File: src/rtl/yuv_pixel_fetch.sv
// -----------------------------------------------------------------------------
// yuv_pixel_fetch
//
// Fetches one Y, U and V sample for a pixel from two frame buffers.
// FB1 is 40 bits wide (5 bytes per word). FB2 is 144 bits wide (18 bytes per word).
// Y always lives in FB1 and V always lives in FB2.
// U lives in either buffer, as selected per request.
//
// A request is accepted in IDLE. The FSM then does the following:
//   RD_A : read Y (FB1) and V (FB2) in parallel.
//   RD_B : capture Y and V, then read U from its buffer.
//   CAP  : capture U.
//   OUT  : present the result until the consumer accepts it.
// Each buffer returns its data in the cycle after its read strobe.
// For an acceptance in cycle 0, out_valid rises in cycle 4.
//
// Sample extraction takes the 8 bits starting at the given bit offset.
// An offset whose byte would run past the top of the word gives 8'h00.
// Such an offset also sets the sticky pos_err flag, which only reset clears.
//
// Ports
//   clk, reset              clock, synchronous active-high reset
//   req_valid / req_ready   request handshake (ready only in IDLE)
//   row, col                pixel coordinate, returned on out_row/out_col
//   y_addr, y_pos           Y word address in FB1, bit offset
//   u_buf, u_addr, u_pos    U buffer select (0=FB1, 1=FB2), address, offset
//   v_addr, v_pos           V word address in FB2, bit offset
//   fb1_rd/addr/data        FB1 read port
//   fb2_rd/addr/data        FB2 read port
//   out_valid / out_ready   result handshake
//   out_y, out_u, out_v     fetched samples
//   out_row, out_col        coordinate of the result
//   pos_err                 sticky out-of-range offset flag
// -----------------------------------------------------------------------------
module yuv_pixel_fetch (
  input  logic         clk,
  input  logic         reset,
  input  logic         req_valid,
  output logic         req_ready,
  input  logic [9:0]   row,
  input  logic [9:0]   col,
  input  logic [15:0]  y_addr,
  input  logic [5:0]   y_pos,
  input  logic         u_buf,
  input  logic [15:0]  u_addr,
  input  logic [7:0]   u_pos,
  input  logic [12:0]  v_addr,
  input  logic [7:0]   v_pos,
  output logic         fb1_rd,
  output logic [15:0]  fb1_addr,
  input  logic [39:0]  fb1_data,
  output logic         fb2_rd,
  output logic [15:0]  fb2_addr,
  input  logic [143:0] fb2_data,
  output logic         out_valid,
  input  logic         out_ready,
  output logic [7:0]   out_y,
  output logic [7:0]   out_u,
  output logic [7:0]   out_v,
  output logic [9:0]   out_row,
  output logic [9:0]   out_col,
  output logic         pos_err
);

  localparam logic [2:0] IDLE = 3'd0;
  localparam logic [2:0] RD_A = 3'd1;
  localparam logic [2:0] RD_B = 3'd2;
  localparam logic [2:0] CAP  = 3'd3;
  localparam logic [2:0] OUT  = 3'd4;

  // Highest offset whose 8-bit slice still fits inside the word.
  localparam logic [7:0] FB1_MAX_POS = 8'd32;
  localparam logic [7:0] FB2_MAX_POS = 8'd136;

  // Byte at an arbitrary bit offset of an FB1 word; 0 when out of range.
  function automatic logic [7:0] fb1_byte(input logic [39:0] word, input logic [7:0] pos);
    logic [39:0] shifted;
    shifted = word >> pos;
    if (pos > FB1_MAX_POS) begin
      fb1_byte = 8'h00;
    end else begin
      fb1_byte = shifted[7:0];
    end
  endfunction

  // Byte at an arbitrary bit offset of an FB2 word; 0 when out of range.
  function automatic logic [7:0] fb2_byte(input logic [143:0] word, input logic [7:0] pos);
    logic [143:0] shifted;
    shifted = word >> pos;
    if (pos > FB2_MAX_POS) begin
      fb2_byte = 8'h00;
    end else begin
      fb2_byte = shifted[7:0];
    end
  endfunction

  logic [2:0]  state_q,     state_d;
  logic [5:0]  y_pos_q,     y_pos_d;
  logic        u_buf_q,     u_buf_d;
  logic [15:0] u_addr_q,    u_addr_d;
  logic [7:0]  u_pos_q,     u_pos_d;
  logic [7:0]  v_pos_q,     v_pos_d;
  logic        fb1_rd_q,    fb1_rd_d;
  logic [15:0] fb1_addr_q,  fb1_addr_d;
  logic        fb2_rd_q,    fb2_rd_d;
  logic [15:0] fb2_addr_q,  fb2_addr_d;
  logic        out_valid_q, out_valid_d;
  logic [7:0]  out_y_q,     out_y_d;
  logic [7:0]  out_u_q,     out_u_d;
  logic [7:0]  out_v_q,     out_v_d;
  logic [9:0]  out_row_q,   out_row_d;
  logic [9:0]  out_col_q,   out_col_d;
  logic        pos_err_q,   pos_err_d;

  // Next-state logic.
  // Read strobes are registered, so each strobe is set on the transition
  // into the state that must show it. This makes each strobe a single-cycle pulse.
  always_comb begin
    state_d     = state_q;
    y_pos_d     = y_pos_q;
    u_buf_d     = u_buf_q;
    u_addr_d    = u_addr_q;
    u_pos_d     = u_pos_q;
    v_pos_d     = v_pos_q;
    fb1_rd_d    = 1'b0;
    fb1_addr_d  = fb1_addr_q;
    fb2_rd_d    = 1'b0;
    fb2_addr_d  = fb2_addr_q;
    out_valid_d = out_valid_q;
    out_y_d     = out_y_q;
    out_u_d     = out_u_q;
    out_v_d     = out_v_q;
    out_row_d   = out_row_q;
    out_col_d   = out_col_q;
    pos_err_d   = pos_err_q;

    case (state_q)
      IDLE: begin
        if (req_valid) begin
          y_pos_d    = y_pos;
          u_buf_d    = u_buf;
          u_addr_d   = u_addr;
          u_pos_d    = u_pos;
          v_pos_d    = v_pos;
          out_row_d  = row;
          out_col_d  = col;
          // The Y and V reads leave in RD_A, straight from the request.
          fb1_rd_d   = 1'b1;
          fb1_addr_d = y_addr;
          fb2_rd_d   = 1'b1;
          fb2_addr_d = {3'b000, v_addr};
          state_d    = RD_A;
        end else begin
          state_d    = IDLE;
        end
      end

      RD_A: begin
        // The U read is issued in RD_B on the buffer chosen by u_buf.
        if (u_buf_q) begin
          fb2_rd_d   = 1'b1;
          fb2_addr_d = u_addr_q;
        end else begin
          fb1_rd_d   = 1'b1;
          fb1_addr_d = u_addr_q;
        end
        state_d = RD_B;
      end

      RD_B: begin
        out_y_d   = fb1_byte(fb1_data, {2'b00, y_pos_q});
        out_v_d   = fb2_byte(fb2_data, v_pos_q);
        pos_err_d = pos_err_q | ({2'b00, y_pos_q} > FB1_MAX_POS) | (v_pos_q > FB2_MAX_POS);
        state_d   = CAP;
      end

      CAP: begin
        if (u_buf_q) begin
          out_u_d   = fb2_byte(fb2_data, u_pos_q);
          pos_err_d = pos_err_q | (u_pos_q > FB2_MAX_POS);
        end else begin
          out_u_d   = fb1_byte(fb1_data, u_pos_q);
          pos_err_d = pos_err_q | (u_pos_q > FB1_MAX_POS);
        end
        out_valid_d = 1'b1;
        state_d     = OUT;
      end

      OUT: begin
        if (out_ready) begin
          out_valid_d = 1'b0;
          state_d     = IDLE;
        end else begin
          out_valid_d = 1'b1;
          state_d     = OUT;
        end
      end

      default: begin
        out_valid_d = 1'b0;
        state_d     = IDLE;
      end
    endcase
  end

  // State and output registers. Reset abandons any fetch in flight.
  always_ff @(posedge clk) begin
    if (reset) begin
      state_q     <= IDLE;
      y_pos_q     <= 6'd0;
      u_buf_q     <= 1'b0;
      u_addr_q    <= 16'd0;
      u_pos_q     <= 8'd0;
      v_pos_q     <= 8'd0;
      fb1_rd_q    <= 1'b0;
      fb1_addr_q  <= 16'd0;
      fb2_rd_q    <= 1'b0;
      fb2_addr_q  <= 16'd0;
      out_valid_q <= 1'b0;
      out_y_q     <= 8'd0;
      out_u_q     <= 8'd0;
      out_v_q     <= 8'd0;
      out_row_q   <= 10'd0;
      out_col_q   <= 10'd0;
      pos_err_q   <= 1'b0;
    end else begin
      state_q     <= state_d;
      y_pos_q     <= y_pos_d;
      u_buf_q     <= u_buf_d;
      u_addr_q    <= u_addr_d;
      u_pos_q     <= u_pos_d;
      v_pos_q     <= v_pos_d;
      fb1_rd_q    <= fb1_rd_d;
      fb1_addr_q  <= fb1_addr_d;
      fb2_rd_q    <= fb2_rd_d;
      fb2_addr_q  <= fb2_addr_d;
      out_valid_q <= out_valid_d;
      out_y_q     <= out_y_d;
      out_u_q     <= out_u_d;
      out_v_q     <= out_v_d;
      out_row_q   <= out_row_d;
      out_col_q   <= out_col_d;
      pos_err_q   <= pos_err_d;
    end
  end

  assign req_ready = (state_q == IDLE);
  assign fb1_rd    = fb1_rd_q;
  assign fb1_addr  = fb1_addr_q;
  assign fb2_rd    = fb2_rd_q;
  assign fb2_addr  = fb2_addr_q;
  assign out_valid = out_valid_q;
  assign out_y     = out_y_q;
  assign out_u     = out_u_q;
  assign out_v     = out_v_q;
  assign out_row   = out_row_q;
  assign out_col   = out_col_q;
  assign pos_err   = pos_err_q;

endmodule

File: config.mk
export PLATFORM = sky130hd
export DESIGN_NAME = yuv_pixel_fetch
export DESIGN_NICKNAME = d
export VERILOG_FILES = /design/src/rtl/yuv_pixel_fetch.sv
export SDC_FILE = /design/constraint.sdc
export NUM_CORES = 1
export LEC_CHECK = 0
export BUFFER_PORTS_ARGS = -buffer_cell sky130_fd_sc_hd__buf_2
export CAP_MARGIN = 20
export CELL_PAD_IN_SITES_DETAIL_PLACEMENT = 0
export CELL_PAD_IN_SITES_GLOBAL_PLACEMENT = 1
export CORE_ASPECT_RATIO = 1.75
export CORE_MARGIN = 2
export CORE_UTILIZATION = 49
export CTS_CLUSTER_DIAMETER = 120
export DETAILED_ROUTE_END_ITERATION = 6
export PLACE_DENSITY = 0.87
export SKIP_LAST_GASP = 1
export SYNTH_ARGS = -nofsm -noshare
export SYNTH_HDL_FRONTEND = slang
export SYNTH_SLANG_ARGS = --single-unit
export TNS_END_PERCENT = 5
File: constraint.sdc
create_clock -name clk -period 4.6 [get_ports clk]
set_input_delay 0.23 -clock clk [delete_from_list [all_inputs] [get_ports clk]]
set_output_delay 0.23 -clock clk [all_outputs]
set_load 0.005 [all_outputs]
==> flow_summary.rst <==
.. list-table::
   :header-rows: 1

   * - Metric
     - Value
   * - Number of antenna-violating nets in the routed design
     - 0
   * - Total CTS buffers
     - 17
   * - Startpoint kind of the worst setup timing path
     - flip-flop
   * - Final weighted congestion of routability-driven global placement
     - 1.08
   * - Portion of total power attributed to sequential cells
     - 23.6%
   * - Row count
     - 96
   * - Antenna violations before repair
     - 4
   * - Number of warnings printed during yosys synthesis
     - 0
   * - Pin count of the biggest net entering global routing
     - 70
   * - Boundary pin count
     - 357
   * - Synth Area in Simple Gates
     - 11.5%
   * - Primary FF master, synth
     - sky130_fd_sc_hd__dfxtp_1
   * - All-Layer GR Usage
     - 43.2%
   * - Global-route wire length before repair
     - 131,000 um
   * - EDFF count, synth
     - 0
   * - Number of synthesized register bits
     - 122
   * - Cell types with the largest area share after synthesis
     - sky130_fd_sc_hd__mux4_2 47%, sky130_fd_sc_hd__dfxtp_1 12%, sky130_fd_sc_hd__mux2i_1 8.2%, sky130_fd_sc_hd__nand2_1 4.8%, sky130_fd_sc_hd__a21oi_1 2.7%
   * - Portion of the clock cycle consumed by the worst path in the final layout
     - 82.8%
   * - Hold Path Class
     - input port to flip-flop
   * - Transition at the pin with the smallest max-transition slack
     - 1.27 ns
   * - Maximum root-to-sink buffer count
     - 2
   * - Total Neg Setup Slack
     - 0 ns
   * - Die H
     - 268 um
   * - Mux cell area share after synthesis
     - 57.5%
   * - Share of the synthesized area in the top cell type
     - 47.3%
   * - Post-Syn Nets
     - 2,105
   * - Drt wl/cell
     - 35.3 um
   * - Routed length on met2
     - 43,400 um
   * - Standard cell core area
     - 39,300 sq um
   * - Syn-to-layout area delta
     - 13.2%
   * - Post-synthesis average cell area
     - 10.7 sq um
   * - Max Used Layer
     - met5
   * - TritonCTS clock tree
     - yes
   * - Max Cap Viol
     - 0
   * - Final core area utilization
     - 56.4%
   * - Gate Count Post-Synth
     - 1,829
   * - Result of the run
     - finished, final reports clean
   * - Share of synthesized cell area in full adder, half adder and majority cells
     - 0%
   * - GRT overflow
     - 0
   * - Xor and xnor fraction of the mapped netlist area
     - 0.0447%
   * - Most frequent standard cell in the layout excluding fill and tap cells
     - sky130_fd_sc_hd__mux4_2
   * - DR pass1 iterations
     - 6
   * - Combinational family with the most area after synthesis
     - multiplexers
   * - Data arrival time of the worst path
     - 4.11 ns
   * - Critical Path End Type
     - flip-flop
   * - Final Net Count
     - 2,338
   * - Via Count
     - 20.2k
   * - Wire length on met3
     - 10,400 um
   * - Worst Setup Path Type
     - flip-flop to flip-flop
   * - Post-synthesis async set-or-reset flop share
     - 0%
   * - 1st-iter DRT viols
     - 2,696
   * - Fill count
     - 3,444
   * - Peak clock frequency supported by timing
     - 263 MHz
   * - Post-layout instance area
     - 22,200 sq um
   * - Proportion of total power due to net switching
     - 42.5%
   * - Synthesized-area fraction occupied by ao, oa, aoi and oai cells
     - 12.6%
   * - Total wirelength of the detailed-routed design
     - 90,600 um
   * - Final min period
     - 3.81 ns
   * - Leakage component of the power
     - 7.87 nW
   * - Post-synthesis instance area
     - 19,600 sq um
   * - Wl on met1
     - 26,300 um
   * - Cell chain of the critical path
     - buf_4 -> mux4_2 -> o21ai_0 -> nand2_1 -> a32oi_1 -> o21ai_0
   * - Commonest cells after routing, fill and taps aside
     - 411 x sky130_fd_sc_hd__mux4_2, 355 x sky130_fd_sc_hd__buf_2, 248 x sky130_fd_sc_hd__nand2_1, 161 x sky130_fd_sc_hd__mux2i_1, 113 x sky130_fd_sc_hd__dfxtp_1
   * - DRC violations left
     - 0
   * - Worst slew slack as a fraction of its limit
     - 14.8%
   * - Int Power
     - 3.33 mW
   * - Number of buffers added for setup after CTS
     - 0
   * - Power Density
     - 261 nW/um^2
   * - Final hold violation count
     - 0
   * - RSZ-0062 raised after global routing
     - false
   * - Clock latency reported for the late side of the worst-skew pair
     - 0.45 ns
   * - Synth area leader
     - sky130_fd_sc_hd__mux4_2
   * - Clock power share
     - 23.1%
   * - Count of buffers inserted at the top-level ports
     - 356
   * - Clock transition at the registers of the reported paths
     - 0.07 ns
   * - Area of the die
     - 41,600 sq um
   * - Clock skew after layout
     - 0.0237 ns
   * - Net Sw Power
     - 2.46 mW
   * - CTS H-tree depth
     - 4
   * - Half-perimeter wire length after placement
     - 66,600 um
   * - Max IR drop VDD
     - 0.000238 V
   * - Worst Path Max Fanout
     - 44
   * - Via count of the first global-routing pass
     - 20.2k
   * - Pins Over Slew Limit
     - 0
   * - Slowest stage delay, CP
     - 0.98 ns
   * - WP data required
     - 4.90 ns
   * - DP Area
     - 21,600 sq um
   * - Critical-path cell with the highest stage delay
     - sky130_fd_sc_hd__o21ai_0
   * - Die boundary width
     - 155 um
   * - Fraction of final layout cells with drive strength greater than 1
     - 45.1%
   * - Sink count of the clock tree
     - 122
   * - Final number of setup-violating endpoints
     - 0
   * - Post-synthesis cell type count
     - 72
   * - Top Family by Delay on Critical Path
     - compound AO/OA/AOI/OAI gates
   * - Crit path buf inv count
     - 1
   * - Cell seen most often among critical-path stages
     - sky130_fd_sc_hd__o21ai_0
   * - Effective utilization at floorplan
     - 49.8%
   * - DR vias/cell
     - 7.87
   * - Library cell used as clock root buffer
     - sky130_fd_sc_hd__clkbuf_16
   * - Seq/Total Area, Yosys
     - 12.5%
   * - Logic gate share of total power
     - 53.4%
worst register-to-register path: cells and delay by family, from the launching register on:
family	cells	cell delay, ns
mux	1	0.58
simple gates	1	0.13
buf+inv	1	0.52
compound gates	3	1.54
flops	1	0.88
Yosys cell counts, types with 7 or more instances:
library cell / instances
sky130_fd_sc_hd__a211oi_1: 41
sky130_fd_sc_hd__clkbuf_1: 110
sky130_fd_sc_hd__inv_1: 8
sky130_fd_sc_hd__and2_1: 15
sky130_fd_sc_hd__o22ai_1: 13
sky130_fd_sc_hd__buf_2: 40
sky130_fd_sc_hd__a22oi_1: 8
sky130_fd_sc_hd__mux2i_1: 161
sky130_fd_sc_hd__buf_6: 11
sky130_fd_sc_hd__a31oi_1: 25
sky130_fd_sc_hd__a311oi_1: 7
sky130_fd_sc_hd__a221o_1: 12
sky130_fd_sc_hd__dfxtp_1: 122
sky130_fd_sc_hd__nand3_1: 46
sky130_fd_sc_hd__nor2_1: 92
sky130_fd_sc_hd__a221oi_1: 11
sky130_fd_sc_hd__buf_1: 28
sky130_fd_sc_hd__nand2_1: 249
sky130_fd_sc_hd__a21oi_1: 105
sky130_fd_sc_hd__o31ai_1: 9
sky130_fd_sc_hd__a22o_1: 7
sky130_fd_sc_hd__mux2_2: 35
sky130_fd_sc_hd__o21ai_0: 28
sky130_fd_sc_hd__buf_4: 34
sky130_fd_sc_hd__and3_1: 31
sky130_fd_sc_hd__nor3_1: 27
sky130_fd_sc_hd__a32oi_1: 10
sky130_fd_sc_hd__o211ai_1: 13
sky130_fd_sc_hd__nor2b_1: 9
sky130_fd_sc_hd__mux4_2: 411
final cells by class:
cell class                 count  area, sq um  area share [%]
antenna                        2         5.00          0.0226
clock buffer                  18          439            1.98
clock inverter                13          119           0.536
inverter                      13         48.8           0.220
multi-input combinational   1470        16000            72.1
sequential                   122         2470            11.1
tap                          490          613            2.77
timing repair buffer         438         2480            11.2
flip-flops by register name (all words and copies together) (netlist names):
signal,cells
v_pos_q,8
u_buf_q,1
out_row,10
fb1_addr,16
u_pos_q,8
out_col,10
out_y,8
out_valid,1
state_q,3
pos_err,1
out_v,8
out_u,8
fb2_rd,1
fb2_addr,16
fb1_rd,1
u_addr_q,16
y_pos_q,6
metrics by stage:
step	std cells	setup WS (ns)	total power, mW	hold slack (ns)
after detailed placement	2528	1.03	4.35	0.444
after global placement	2527	1.09	4.30	0.438
final	2566	0.793	5.79	0.00996
after global routing	2564	0.788	5.99	0.0129
after CTS	2561	1.04	5.69	0.00289
after floorplan	1829	1.95	3.31	0.366
timing repair:
item / in CTS / in global routing
endpoints found under the hold margin: 2 / 0
hold buffers: 2 / 0
gates resized for setup: 0 / 0
routing by layer:
layer	vias to the layer above	GRT usage, %
met4	4	39.0
met3	562	11.1
met1	9692	44.9
met5	-	0
met2	1933	71.7
li1	8012	-
final timing paths:
check | from | end | slack (ns) | cells past startpoint
setup / recovery | v_pos_q[0]$_SDFFE_PP0P_ | out_v[2]$_SDFFE_PP0P_ | 0.79 | 6
hold / removal | u_pos[1] | u_pos_q[1]$_SDFFE_PP0P_ | 0.01 | 3
hold reg to reg | u_addr_q[8]$_SDFFE_PP0P_ | u_addr_q[8]$_SDFFE_PP0P_ | 0.45 | 2
setup reg to reg | v_pos_q[0]$_SDFFE_PP0P_ | out_v[2]$_SDFFE_PP0P_ | 0.79 | 6
power by group through the flow:
stage	combinational [mW]	clock, mW	sequential, mW
finish	3.09	1.34	1.37
global route	3.22	1.39	1.38
floorplan	2.07	0	1.23
CTS	2.97	1.35	1.36
detailed placement	2.96	0	1.38
global placement	2.92	0	1.38
cell families after synthesis:
family                 after synthesis
XOR/XNOR                             1
buffers and inverters              237
AO/OA/AOI/OAI                      357
AND/OR/NAND/NOR                    505
flip-flops                         122
multiplexers                       607
No activity file was read; power rests on OpenSTA's default activity.
